--- config.mk ---
export PLATFORM = sky130hd
export DESIGN_NAME = acc_alu_seq_flat
export DESIGN_NICKNAME = d
export VERILOG_FILES = /design/src/rtl/acc_alu_if.sv /design/src/rtl/acc_alu_seq.sv /design/src/flat_wrapper.sv
export SDC_FILE = /design/constraint.sdc
export NUM_CORES = 1
export LEC_CHECK = 0
export CAP_MARGIN = 0
export CORE_MARGIN = 1.5
export CORE_UTILIZATION = 45
export DETAILED_ROUTE_END_ITERATION = 10
export SYNTH_ARGS = -nofsm -noshare
export SYNTH_HDL_FRONTEND = slang
export SYNTH_SLANG_ARGS = --single-unit
--- constraint.sdc ---
create_clock -name clk -period 3.5 [get_ports clk]
set_clock_uncertainty 0.1 [all_clocks]
set_input_delay 0.875 -clock clk [delete_from_list [all_inputs] [get_ports clk]]
set_output_delay 0.875 -clock clk [all_outputs]
set_load 0.01 [all_outputs]
--- src/rtl/acc_alu_if.sv ---
// Controller/accumulator-side bundle for the sequential ALU stage.
// The master issues start/op/operands; the slave returns status and the result.
interface acc_alu_if #(
  parameter int WIDTH = 8
);
  logic             start;
  logic [2:0]       op;
  logic [WIDTH-1:0] acc_val;
  logic [WIDTH-1:0] operand;
  logic             busy;
  logic             ld;
  logic [WIDTH-1:0] acc_in;
  logic             carry;
  logic             zero;

  modport master (
    output start, op, acc_val, operand,
    input  busy, ld, acc_in, carry, zero
  );

  modport slave (
    input  start, op, acc_val, operand,
    output busy, ld, acc_in, carry, zero
  );
endinterface

--- src/rtl/acc_alu_seq.sv ---
// Sequential ALU stage feeding the accumulator register.
// Single-cycle ops, shift-add multiply and bit-serial left shift, one ld pulse each.
module acc_alu_seq #(
  parameter int WIDTH = 8,
  parameter int SHW   = 3
) (
  input logic   clk,
  input logic   rst,
  acc_alu_if.slave bus
);

  localparam int CW = $clog2(WIDTH + 1);

  localparam logic [2:0] OP_PASS = 3'b000;
  localparam logic [2:0] OP_ADD  = 3'b001;
  localparam logic [2:0] OP_SUB  = 3'b010;
  localparam logic [2:0] OP_AND  = 3'b011;
  localparam logic [2:0] OP_OR   = 3'b100;
  localparam logic [2:0] OP_XOR  = 3'b101;
  localparam logic [2:0] OP_MUL  = 3'b110;
  localparam logic [2:0] OP_SHL  = 3'b111;

  typedef enum logic [2:0] {
    IDLE,
    EXEC,
    MUL,
    SHIFT,
    DONE
  } state_t;

  state_t state_q;
  state_t state_d;

  logic [2:0]         op_q;
  logic [2*WIDTH-1:0] a_q;
  logic [2*WIDTH-1:0] p_q;
  logic [WIDTH-1:0]   b_q;
  logic [CW-1:0]      cnt_q;
  logic               c_q;

  logic [WIDTH-1:0]   acc_in_q;
  logic               carry_q;
  logic               zero_q;

  logic               accept;
  logic               fin;
  logic [WIDTH-1:0]   res;
  logic               res_c;
  logic [WIDTH:0]     sum;
  logic [WIDTH:0]     dif;
  logic [CW-1:0]      k;

  assign accept = (state_q == IDLE) && bus.start;
  assign k      = CW'(b_q[SHW-1:0]);
  assign sum    = {1'b0, a_q[WIDTH-1:0]} + {1'b0, b_q};
  // Top bit of the widened difference is the unsigned borrow.
  assign dif    = {1'b0, a_q[WIDTH-1:0]} - {1'b0, b_q};

  always_ff @(posedge clk or negedge rst) begin
    if (!rst) begin
      state_q <= IDLE;
    end else begin
      state_q <= state_d;
    end
  end

  always_comb begin
    state_d = state_q;
    unique case (state_q)
      IDLE: begin
        if (bus.start) begin
          unique case (bus.op)
            OP_MUL:  state_d = MUL;
            OP_SHL:  state_d = SHIFT;
            default: state_d = EXEC;
          endcase
        end
      end
      EXEC, MUL, SHIFT: begin
        if (fin) state_d = DONE;
      end
      DONE:    state_d = IDLE;
      default: state_d = IDLE;
    endcase
  end

  always_comb begin
    fin   = 1'b0;
    res   = '0;
    res_c = 1'b0;
    unique case (state_q)
      EXEC: begin
        fin = 1'b1;
        unique case (op_q)
          OP_PASS: res = b_q;
          OP_ADD: begin
            res   = sum[WIDTH-1:0];
            res_c = sum[WIDTH];
          end
          OP_SUB: begin
            res   = dif[WIDTH-1:0];
            res_c = dif[WIDTH];
          end
          OP_AND:  res = a_q[WIDTH-1:0] & b_q;
          OP_OR:   res = a_q[WIDTH-1:0] | b_q;
          OP_XOR:  res = a_q[WIDTH-1:0] ^ b_q;
          default: res = '0;
        endcase
      end
      MUL: begin
        fin   = (cnt_q == CW'(WIDTH));
        res   = p_q[WIDTH-1:0];
        res_c = |p_q[2*WIDTH-1:WIDTH];
      end
      SHIFT: begin
        fin   = (cnt_q == k);
        res   = a_q[WIDTH-1:0];
        res_c = c_q;
      end
      default: begin
        fin = 1'b0;
      end
    endcase
  end

  always_ff @(posedge clk or negedge rst) begin
    if (!rst) begin
      op_q  <= '0;
      a_q   <= '0;
      b_q   <= '0;
      p_q   <= '0;
      cnt_q <= '0;
      c_q   <= 1'b0;
    end else if (accept) begin
      op_q  <= bus.op;
      a_q   <= {{WIDTH{1'b0}}, bus.acc_val};
      b_q   <= bus.operand;
      p_q   <= '0;
      cnt_q <= '0;
      c_q   <= 1'b0;
    end else if (state_q == MUL && !fin) begin
      if (b_q[0]) p_q <= p_q + a_q;
      a_q   <= a_q << 1;
      b_q   <= b_q >> 1;
      cnt_q <= cnt_q + CW'(1);
    end else if (state_q == SHIFT && !fin) begin
      a_q   <= a_q << 1;
      c_q   <= a_q[WIDTH-1];
      cnt_q <= cnt_q + CW'(1);
    end
  end

  // Result and flags move only on the edge that enters DONE.
  always_ff @(posedge clk or negedge rst) begin
    if (!rst) begin
      acc_in_q <= '0;
      carry_q  <= 1'b0;
      zero_q   <= 1'b0;
    end else if (fin) begin
      acc_in_q <= res;
      carry_q  <= res_c;
      zero_q   <= (res == '0);
    end
  end

  assign bus.busy   = (state_q != IDLE);
  assign bus.ld     = (state_q == DONE);
  assign bus.acc_in = acc_in_q;
  assign bus.carry  = carry_q;
  assign bus.zero   = zero_q;

endmodule

--- src/flat_wrapper.sv ---
// flat-port wrapper written by rule: the top's interface ports become plain ports
module acc_alu_seq_flat 
#(
  parameter int WIDTH = 8,
  parameter int SHW   = 3
)
  (clk, rst, bus_start, bus_op, bus_acc_val, bus_operand, bus_busy, bus_ld, bus_acc_in, bus_carry, bus_zero);
  acc_alu_if #(.WIDTH(WIDTH)) bus_i ();
  input logic clk;
  input logic rst;
  input wire logic [$bits(bus_i.start)-1:0] bus_start;
  input wire logic [$bits(bus_i.op)-1:0] bus_op;
  input wire logic [$bits(bus_i.acc_val)-1:0] bus_acc_val;
  input wire logic [$bits(bus_i.operand)-1:0] bus_operand;
  output wire logic [$bits(bus_i.busy)-1:0] bus_busy;
  output wire logic [$bits(bus_i.ld)-1:0] bus_ld;
  output wire logic [$bits(bus_i.acc_in)-1:0] bus_acc_in;
  output wire logic [$bits(bus_i.carry)-1:0] bus_carry;
  output wire logic [$bits(bus_i.zero)-1:0] bus_zero;
  assign bus_i.start = bus_start;
  assign bus_i.op = bus_op;
  assign bus_i.acc_val = bus_acc_val;
  assign bus_i.operand = bus_operand;
  assign bus_busy = bus_i.busy;
  assign bus_ld = bus_i.ld;
  assign bus_acc_in = bus_i.acc_in;
  assign bus_carry = bus_i.carry;
  assign bus_zero = bus_i.zero;
  acc_alu_seq #(.WIDTH(WIDTH), .SHW(SHW)) u_core (.clk(clk), .rst(rst), .bus(bus_i));
endmodule
==> flow_summary.json, run 1 <==
{
  "status": "completed",
  "dieArea_um2": 11200,
  "cp-startpoint": "u_core.a_q[0]",
  "numClockSinks": 61,
  "cts_setup_buffers": 0,
  "critPathMaxFanout": 5,
  "pwr-share-clk_pct": 13.8,
  "cts_resized": 0,
  "cts_hold_buffers": 0,
  "io_buffers": 33,
  "core-area_um2": 10300,
  "grt_pass1_vias": 4251,
  "slew-limit-headroom_pct": 46.1,
  "grt_pass1_wl_mm": 21.6,
  "finalSetupViolCount": 0,
  "via_per_inst": 5.85,
  "synth_area_per_cell_um2": 8.52,
  "maxCapViolCount": 0,
  "hp-class": "flip-flop to flip-flop",
  "track_usage_pct": 24.6,
  "netlist_area_um2": 4770,
  "cp.arrival_ns": 3.29,
  "pwr-share-comb_pct": 59.8,
  "wirelength_mm": 12.9,
  "finalNetCount": 655,
  "cts_root_buf": "clkbuf_8",
  "cts-htree-levels": 3,
  "ys_warn_count": 0,
  "die_w_um": 106,
  "fill_cells": 999,
  "io_pins": 34,
  "place.gp.congestion": 0.925,
  "dp_slack_ns": 0.397,
  "rows": 37,
  "cts_tree": "yes",
  "clockBufferDepth": 2,
  "reg2reg_from": "u_core.a_q[0]",
  "cts_buffers": 9,
  "insertedDiodeCount": 0,
  "drive_gt1_share_pct": 8.08,
  "hold_viol": 0,
  "timing.final.crit_period_ns": 3.13,
  "end_kind": "flip-flop",
  "firstDrtPassIters": 5,
  "final_area_um2": 5450,
  "p_leak_nw": 2.42,
  "clk_latency_ns": 0.35,
  "antenna_left": 0,
  "fmax_ghz": 0.319,
  "vias": 4269,
  "antenna_found_initial": 0,
  "ys.flop_type": "dfrtp_1",
  "power.switching_mw": 2.31,
  "synth_cell_types": 70,
  "final_common_cell": "nand2_1",
  "synth_seq_area_share_pct": 32.0,
  "finalCritPeriodShare_pct": 89.5,
  "first_iter_violations": 202,
  "final.setup.tns_ns": 0,
  "synth_cells": 560,
  "fin_util_pct": 52.8,
  "ys_seq_elements": 61,
  "power_density_nw_per_um2": 879,
  "synth_edf_count": 0,
  "initial_utilization_pct": 46.2,
  "drcViolationCount": 0,
  "grt_max_degree": 35,
  "worstHoldStart": "u_core.p_q[15]",
  "clkTransAtPathRegs_ns": 0.08,
  "internal_power_mw": 2.48,
  "die_y_um": 106,
  "max-vdd-ir-drop_mv": 0.299,
  "seq_power_share_pct": 26.4,
  "final_cell_mix": "nand2_1 (63), dfrtp_1 (61), ha_1 (40), o21ai_0 (39), nor2_1 (37)",
  "crit_path_start_kind": "flip-flop",
  "rsz0062_at_grt": "no",
  "worstPathRequired_ns": 3.65,
  "dpl.hpwl_mm": 10.0,
  "tightest_slew_ns": 0.788,
  "swShare_pct": 48.2,
  "wire_per_inst_um": 17.7,
  "setup_slack_ns": 0.366,
  "syn_nets": 625,
  "slew_violations": 0,
  "crit_type": "flip-flop to flip-flop",
  "async_reset_ff_share_pct": 100,
  "dpl_cell_area_um2": 5260,
  "grt.overflow.total": 0,
  "area_growth_syn_to_layout_pct": 14.3
}
registers in the layout (all words and copies together) (netlist names), 3 cells and up:
register / cells
u_core.p_q: 16
u_core.b_q: 8
u_core.cnt_q: 4
u_core.state_q: 3
u_core.op_q: 3
u_core.bus.acc_in: 8
u_core.a_q: 16
cells in the mapped netlist, types with 4 or more instances:
| master | n | area share, % |
|---|---|---|
| a21o_1 | 5 | 0.79 |
| a21oi_1 | 36 | 3.8 |
| a22oi_1 | 9 | 1.4 |
| and3_1 | 4 | 0.52 |
| clkbuf_1 | 20 | 1.6 |
| dfrtp_1 | 61 | 32 |
| ha_1 | 40 | 10 |
| inv_1 | 31 | 2.4 |
| mux2_2 | 8 | 1.9 |
| mux2i_1 | 11 | 2.3 |
| nand2_1 | 63 | 5.0 |
| nand2b_1 | 8 | 1.0 |
| nand3_1 | 26 | 2.7 |
| nand4b_1 | 5 | 0.92 |
| nor2_1 | 37 | 2.9 |
| nor2b_1 | 9 | 1.2 |
| nor3_1 | 16 | 1.7 |
| nor3b_1 | 11 | 1.7 |
| o21a_1 | 6 | 0.94 |
| o21ai_0 | 39 | 4.1 |
| o21bai_1 | 4 | 0.63 |
| o22ai_1 | 7 | 0.92 |
| o31ai_1 | 8 | 1.3 |
| or3_1 | 5 | 0.66 |
| xnor2_1 | 10 | 1.8 |
| xor2_1 | 6 | 1.1 |
per-layer routing:
| metal | vias to the layer above | wire [um] | global-route usage (%) |
|---|---|---|---|
| met5 | - | 0 | 0 |
| met4 | 0 | 225 | 6.95 |
| met3 | 17 | 531 | 4.90 |
| met2 | 98 | 6140 | 40.4 |
| met1 | 2048 | 6050 | 32.9 |
| li1 | 2106 | - | - |
cells by family after synthesis:
group | after synthesis | synth area share [%]
simple gates | 200 | 21.0
fa+ha+maj | 43 | 11.7
mux | 19 | 4.19
compound gates | 163 | 23.3
flops | 61 | 32.0
xor+xnor | 16 | 2.94
buf+inv | 58 | 4.85
power by group through the flow:
stage          sequential, mW  clock [mW]  combinational, mW
2_1_floorplan            1.15           0               2.11
3_3_place_gp             1.27           0               2.84
3_5_place_dp             1.28           0               2.84
4_1_cts                  1.26       0.675               2.85
5_1_grt                  1.31       0.708               3.20
6_report                 1.27       0.660               2.87
layout make-up:
type	count	area [um2]	area share (%)
Multi-Input combinational cell	441	3020	55.4
Sequential cell	61	1530	28.0
Timing Repair Buffer	46	423	7.75
Tap cell	136	170	3.12
Clock buffer	12	155	2.84
Inverter	31	116	2.13
Clock inverter	3	43.8	0.803
through the flow:
stage               std cells  total power, mW  hold slack (ns)
finish                    730             4.80            0.399
floorplan                 560             3.27            0.354
detailed placement        715             4.11            0.391
global route              730             5.22            0.426
global placement          715             4.10            0.389
CTS                       730             4.79            0.402
worst paths after layout:
check | end | slack, ns | cells past startpoint
max | u_core.bus.zero | 0.37 | 11
min | u_core.p_q[15] | 0.40 | 1
max reg2reg | u_core.bus.zero | 0.37 | 11
min reg2reg | u_core.p_q[15] | 0.40 | 1
max in group asynchronous | u_core.p_q[3] | 2.04 | 2
min in group asynchronous | u_core.state_q[2] | 0.52 | 1
critical path, cell delays in order, from the launching register on:
cell and delay (ns):
dfrtp_1 0.42, inv_1 0.12, ha_1 0.18, inv_1 0.05
fa_1 0.39, xor2_1 0.14, o22ai_1 0.10, a222oi_1 0.31
o22ai_1 0.18, a2111oi_2 0.36, or4b_1 0.48, o41ai_2 0.19
(Power assumes the default switching activity.)
==> run 2: changes to the inputs <==
ABC_CLOCK_PERIOD_IN_PS = 3500   (was not set)
CELL_PAD_IN_SITES_DETAIL_PLACEMENT = 2   (was not set)
CELL_PAD_IN_SITES_GLOBAL_PLACEMENT = 2   (was not set)
CORE_UTILIZATION = 37   (was 45)
PLACE_DENSITY_LB_ADDON = 0.1   (was not set)
SLEW_MARGIN = 20   (was not set)
==> run 2 against run 1 <==
- clock power rose by 55%
- sequential power barely moved
- register-to-register slack got worse by 0.05 ns
- critical path type unchanged
- sequential cell count did not move
- largest power group unchanged
- sequential share of layout area fell by 0.91 points
- highest routed layer unchanged
- first-iteration DRC count fell by 36%
- combinational power rose by 5%
- largest cell class unchanged
- non-clock buffer count fell by 2
- critical endpoint unchanged
- fmax fell by 1.7%
==> flow_summary.json, run 2 (same netlist as run 1, synthesis figures left out) <==
{
  "clockBufferDepth": 2,
  "io_buffers": 33,
  "tightest_slew_ns": 0.699,
  "final_cell_mix": "nand2_1 (63), dfrtp_1 (61), ha_1 (40), o21ai_0 (39), nor2_1 (37)",
  "holdWs_ns": 0.390,
  "crit_type": "flip-flop to flip-flop",
  "slew_violations": 0,
  "finalNetCount": 653,
  "crit_path_start_kind": "flip-flop",
  "die_y_um": 117,
  "wirelength_mm": 16.4,
  "wire_per_inst_um": 21.5,
  "cts_tree": "yes",
  "final_common_cell": "nand2_1",
  "setup_slack_ns": 0.312,
  "fin_util_pct": 44.7,
  "firstDrtPassIters": 4,
  "final.setup.tns_ns": 0,
  "slowest_stage": "or4b_1",
  "clkTransAtPathRegs_ns": 0.06,
  "multi_input_area_um2": 3020,
  "clk_latency_ns": 0.33,
  "insertedDiodeCount": 0,
  "antenna_left": 0,
  "timing.final.crit_period_ns": 3.19,
  "grt_max_degree": 42,
  "fmax_ghz": 0.314,
  "rows": 41,
  "antenna_found_initial": 0,
  "vias": 4407,
  "maxCapViolCount": 0,
  "die_w_um": 117,
  "core-area_um2": 12600,
  "dp_cells": 749,
  "dpl_cell_area_um2": 5300,
  "final_area_um2": 5640,
  "fin_cells": 765,
  "end_kind": "flip-flop",
  "drcViolationCount": 0,
  "cp.arrival_ns": 3.31,
  "cts-htree-levels": 3,
  "worstPathRequired_ns": 3.63,
  "grt_pass1_vias": 4848,
  "regArea_um2": 1530,
  "drive_gt1_share_pct": 7.93,
  "area_growth_syn_to_layout_pct": 18.1,
  "fill_cells": 1451,
  "slowest_delay_ns": 0.52,
  "first_iter_violations": 130,
  "via_per_inst": 5.76,
  "crit_chain": "inv_1 -> ha_1 -> inv_1 -> fa_1 -> nor2b_1 -> o21bai_1 -> nand2b_1 -> and3_1 -> o31a_1 -> or4b_1 -> o41ai_2",
  "track_usage_pct": 26.2,
  "cts_resized": 0,
  "cts_root_buf": "clkbuf_16",
  "top_regs": "u_core.a_q (16), u_core.p_q (16)",
  "slew-limit-headroom_pct": 52.2,
  "status": "completed",
  "numClockSinks": 61,
  "power.total_mw": 5.34,
  "cts_hold_buffers": 0,
  "io_pins": 34,
  "hold_viol": 0,
  "dpl.hpwl_mm": 12.6,
  "initial_utilization_pct": 37.8,
  "rsz0062_at_grt": "no",
  "finalCritPeriodShare_pct": 91.1,
  "p_leak_nw": 2.47,
  "grt.overflow.total": 0,
  "critPathMaxFanout": 5,
  "hp-class": "flip-flop to flip-flop",
  "place.gp.congestion": 0.849,
  "dp_slack_ns": 0.343,
  "grt_pass1_wl_mm": 26.9,
  "dieArea_um2": 13600,
  "finalSetupViolCount": 0,
  "max-vdd-ir-drop_mv": 0.279,
  "power_density_nw_per_um2": 947,
  "cts_setup_buffers": 0,
  "cts_buffers": 9,
  "cpMostUsedCell": "inv_1"
}
## run 2: cell count changes in the layout (fill, tap and decap cells not counted)
| cell | change |
|---|---|
| buf_12 | +1 |
| buf_4 | -3 |
| bufinv_16 | +2 |
| clkbuf_16 | +9 |
| clkbuf_8 | -11 |
| clkinv_4 | +1 |
| clkinvlp_4 | +1 |
| inv_6 | -1 |
## run 2: final cells by class
type,instances,share of cell area (%)
Inverter,31,2.06
Tap cell,172,3.82
Sequential cell,61,27.1
Clock buffer,10,4.06
Clock inverter,6,1.98
Multi-Input combinational cell,441,53.6
Timing Repair Buffer,44,7.46
## run 2: worst paths after layout
| kind | endpoint | slack [ns] | cells past startpoint | from |
|---|---|---|---|---|
| max reg2reg | u_core.bus.zero | 0.31 | 11 | u_core.a_q[0] |
| min reg2reg | u_core.p_q[15] | 0.39 | 1 | u_core.p_q[15] |
| max | u_core.bus.zero | 0.31 | 11 | u_core.a_q[0] |
| min | u_core.p_q[15] | 0.39 | 1 | u_core.p_q[15] |
| min in group asynchronous | u_core.b_q[1] | 0.43 | 1 | rst |
| max in group asynchronous | u_core.p_q[10] | 2.25 | 2 | rst |
## run 2: layer usage
layer  up-vias  wire length [um]  track usage, %
li1       2094                 -               -
met1      2238              7390            33.3
met2        61              8290            45.2
met3        14               414            4.31
met4         0               322            9.00
met5         -                 0               0
## run 2: critical path: cells and delay by family (launching register included)
family,cells,cell delay [ns]
flip-flops,1,0.43
adder cells (fa/ha/maj),2,0.59
AND/OR/NAND/NOR,4,1.05
AO/OA/AOI/OAI,3,0.71
buffers and inverters,2,0.20
## run 2: report_power, final
part / switching [mW] / internal, mW
clock network: 0.328 / 0.695
registers: 0.370 / 0.931
logic: 1.82 / 1.19
total: 2.52 / 2.81
==> run 3: changes to the inputs <==
PLACE_DENSITY = 0.81   (was not set)
PLACE_DENSITY_LB_ADDON = not set   (was 0.1)
==> run 3 against run 2 <==
- first-iteration DRC count up 71%
- highest routed layer unchanged
- cell area down 1.2%
- clock power down 18%
- critical path depth unchanged
- power down 2.9%
- register-to-register slack about the same
- combinational power up 2%
- worst hold slack better by 0.018 ns
- non-clock buffer count up 1
- fmax down 0.20%
- largest cell class unchanged
- count of clock-buffer cells in the layout unchanged
==> flow_summary.json, run 3 (same netlist as run 1, synthesis figures left out) <==
{
  "status": "completed",
  "setup_slack_ns": 0.306,
  "r2r.worst_path.cells": 11,
  "grt_pass1_wl_mm": 26.5,
  "io_buffers": 33,
  "worstHoldStart": "u_core.p_q[15]",
  "dieArea_um2": 13600,
  "firstDrtPassIters": 4,
  "numClockSinks": 61,
  "drive_gt1_share_pct": 8.08,
  "r2r-end": "u_core.bus.zero",
  "via_per_inst": 5.86,
  "rsz0062_at_grt": "no",
  "cts_tree": "yes",
  "final.setup.tns_ns": 0,
  "reg2reg_from": "u_core.a_q[0]",
  "cpMostUsedCell": "inv_1",
  "track_usage_pct": 25.9,
  "critPathMaxFanout": 5,
  "crit_path_start_kind": "flip-flop",
  "cts_setup_buffers": 0,
  "slowest_delay_ns": 0.53,
  "fin_util_pct": 44.2,
  "holdPathStages": 1,
  "slew_violations": 0,
  "cts_buffers": 9,
  "final_common_cell": "nand2_1",
  "p_leak_nw": 2.44,
  "top_regs": "u_core.a_q (16), u_core.p_q (16)",
  "finalSetupViolCount": 0,
  "finalCritPeriodShare_pct": 91.3,
  "antenna_left": 0,
  "slew-limit-headroom_pct": 45.2,
  "hold_viol": 0,
  "hp-class": "flip-flop to flip-flop",
  "grt_max_degree": 33,
  "drcViolationCount": 0,
  "end_kind": "flip-flop",
  "cts_hold_buffers": 0,
  "dpl.hpwl_mm": 12.5,
  "clk_latency_ns": 0.35,
  "maxCapViolCount": 0,
  "hold_end": "u_core.p_q[15]",
  "area_growth_syn_to_layout_pct": 16.7,
  "reg2reg_setup_slack_ns": 0.31,
  "grt_pass1_vias": 4881,
  "dp_slack_ns": 0.357,
  "fmax_ghz": 0.313,
  "final_cell_mix": "nand2_1 (63), dfrtp_1 (61), ha_1 (40), o21ai_0 (39), nor2_1 (37)",
  "antenna_found_initial": 0,
  "die_y_um": 117,
  "insertedDiodeCount": 0,
  "fin_cells": 766,
  "finalNetCount": 654,
  "timing.final.crit_period_ns": 3.19,
  "cp_num_buf_inv": 2,
  "core-area_um2": 12600,
  "max-vdd-ir-drop_mv": 0.300,
  "first_iter_violations": 222,
  "path_delay_family": "simple AND/OR/NAND/NOR gates",
  "crit_chain": "inv_1 -> ha_1 -> inv_1 -> fa_1 -> nor2b_1 -> o21bai_1 -> nand2b_1 -> and3_1 -> o31a_1 -> or4b_1 -> o41ai_2",
  "slowest_stage": "or4b_1",
  "power.total_mw": 5.18,
  "crit_type": "flip-flop to flip-flop",
  "rows": 41,
  "initial_utilization_pct": 37.8,
  "dp_cells": 750,
  "clkTransAtPathRegs_ns": 0.06,
  "tightest_slew_ns": 0.822,
  "cts_root_buf": "clkbuf_16",
  "die_w_um": 117,
  "wirelength_mm": 16.5,
  "grt.overflow.total": 0,
  "power_density_nw_per_um2": 930,
  "wire_per_inst_um": 21.5,
  "cts-htree-levels": 3,
  "place.gp.congestion": 0.901,
  "worstPathRequired_ns": 3.64,
  "io_pins": 34,
  "cp.arrival_ns": 3.34,
  "vias": 4490,
  "cts_resized": 0,
  "clockBufferDepth": 2
}
run 3: cell count changes in the layout (fill, tap and decap cells not counted), sizes merged:
cell / delta
clkinvlp: +1
bufinv: -3
buf: +1
clkinv: +1
inv: +1
run 3: power by group:
group | leakage [nW] | switching (mW) | internal [mW]
combinational | 1.51 | 1.86 | 1.21
sequential | 0.805 | 0.343 | 0.931
clock | 0.129 | 0.362 | 0.477
run 3: layout make-up:
cell class / instances / area [um2]
Fill cell: 1440 / 7050
Tap cell: 172 / 215
Clock inverter: 6 / 38.8
Clock buffer: 10 / 229
Sequential cell: 61 / 1530
Inverter: 31 / 116
Timing Repair Buffer: 45 / 428
Multi-Input combinational cell: 441 / 3020
run 3: worst max-delay path by stage:
stage,start,end,cells after the start
floorplan,u_core.a_q[0],u_core.bus.zero,11
global placement,u_core.a_q[0],u_core.bus.zero,11
detailed placement,u_core.a_q[0],u_core.bus.zero,11
CTS,u_core.a_q[0],u_core.bus.zero,11
global route,u_core.a_q[0],u_core.bus.zero,11
finish,u_core.a_q[0],u_core.bus.zero,11
run 3: through the flow:
stage          cell area [um2]  hold WS, ns
6_report                  5570        0.408
5_1_grt                   5570        0.429
4_1_cts                   5570        0.404
3_5_place_dp              5310        0.390
3_3_place_gp              5310        0.378
2_1_floorplan             4770        0.354
run 3: metal layers:
layer  GRT usage (%)  up-vias  wire (um)
li1                -     2105          -
met2            44.9       57       8300
met1            31.6     2301       7340
met5               0        -          0
met4            10.7        0        421
met3            5.19       27        446
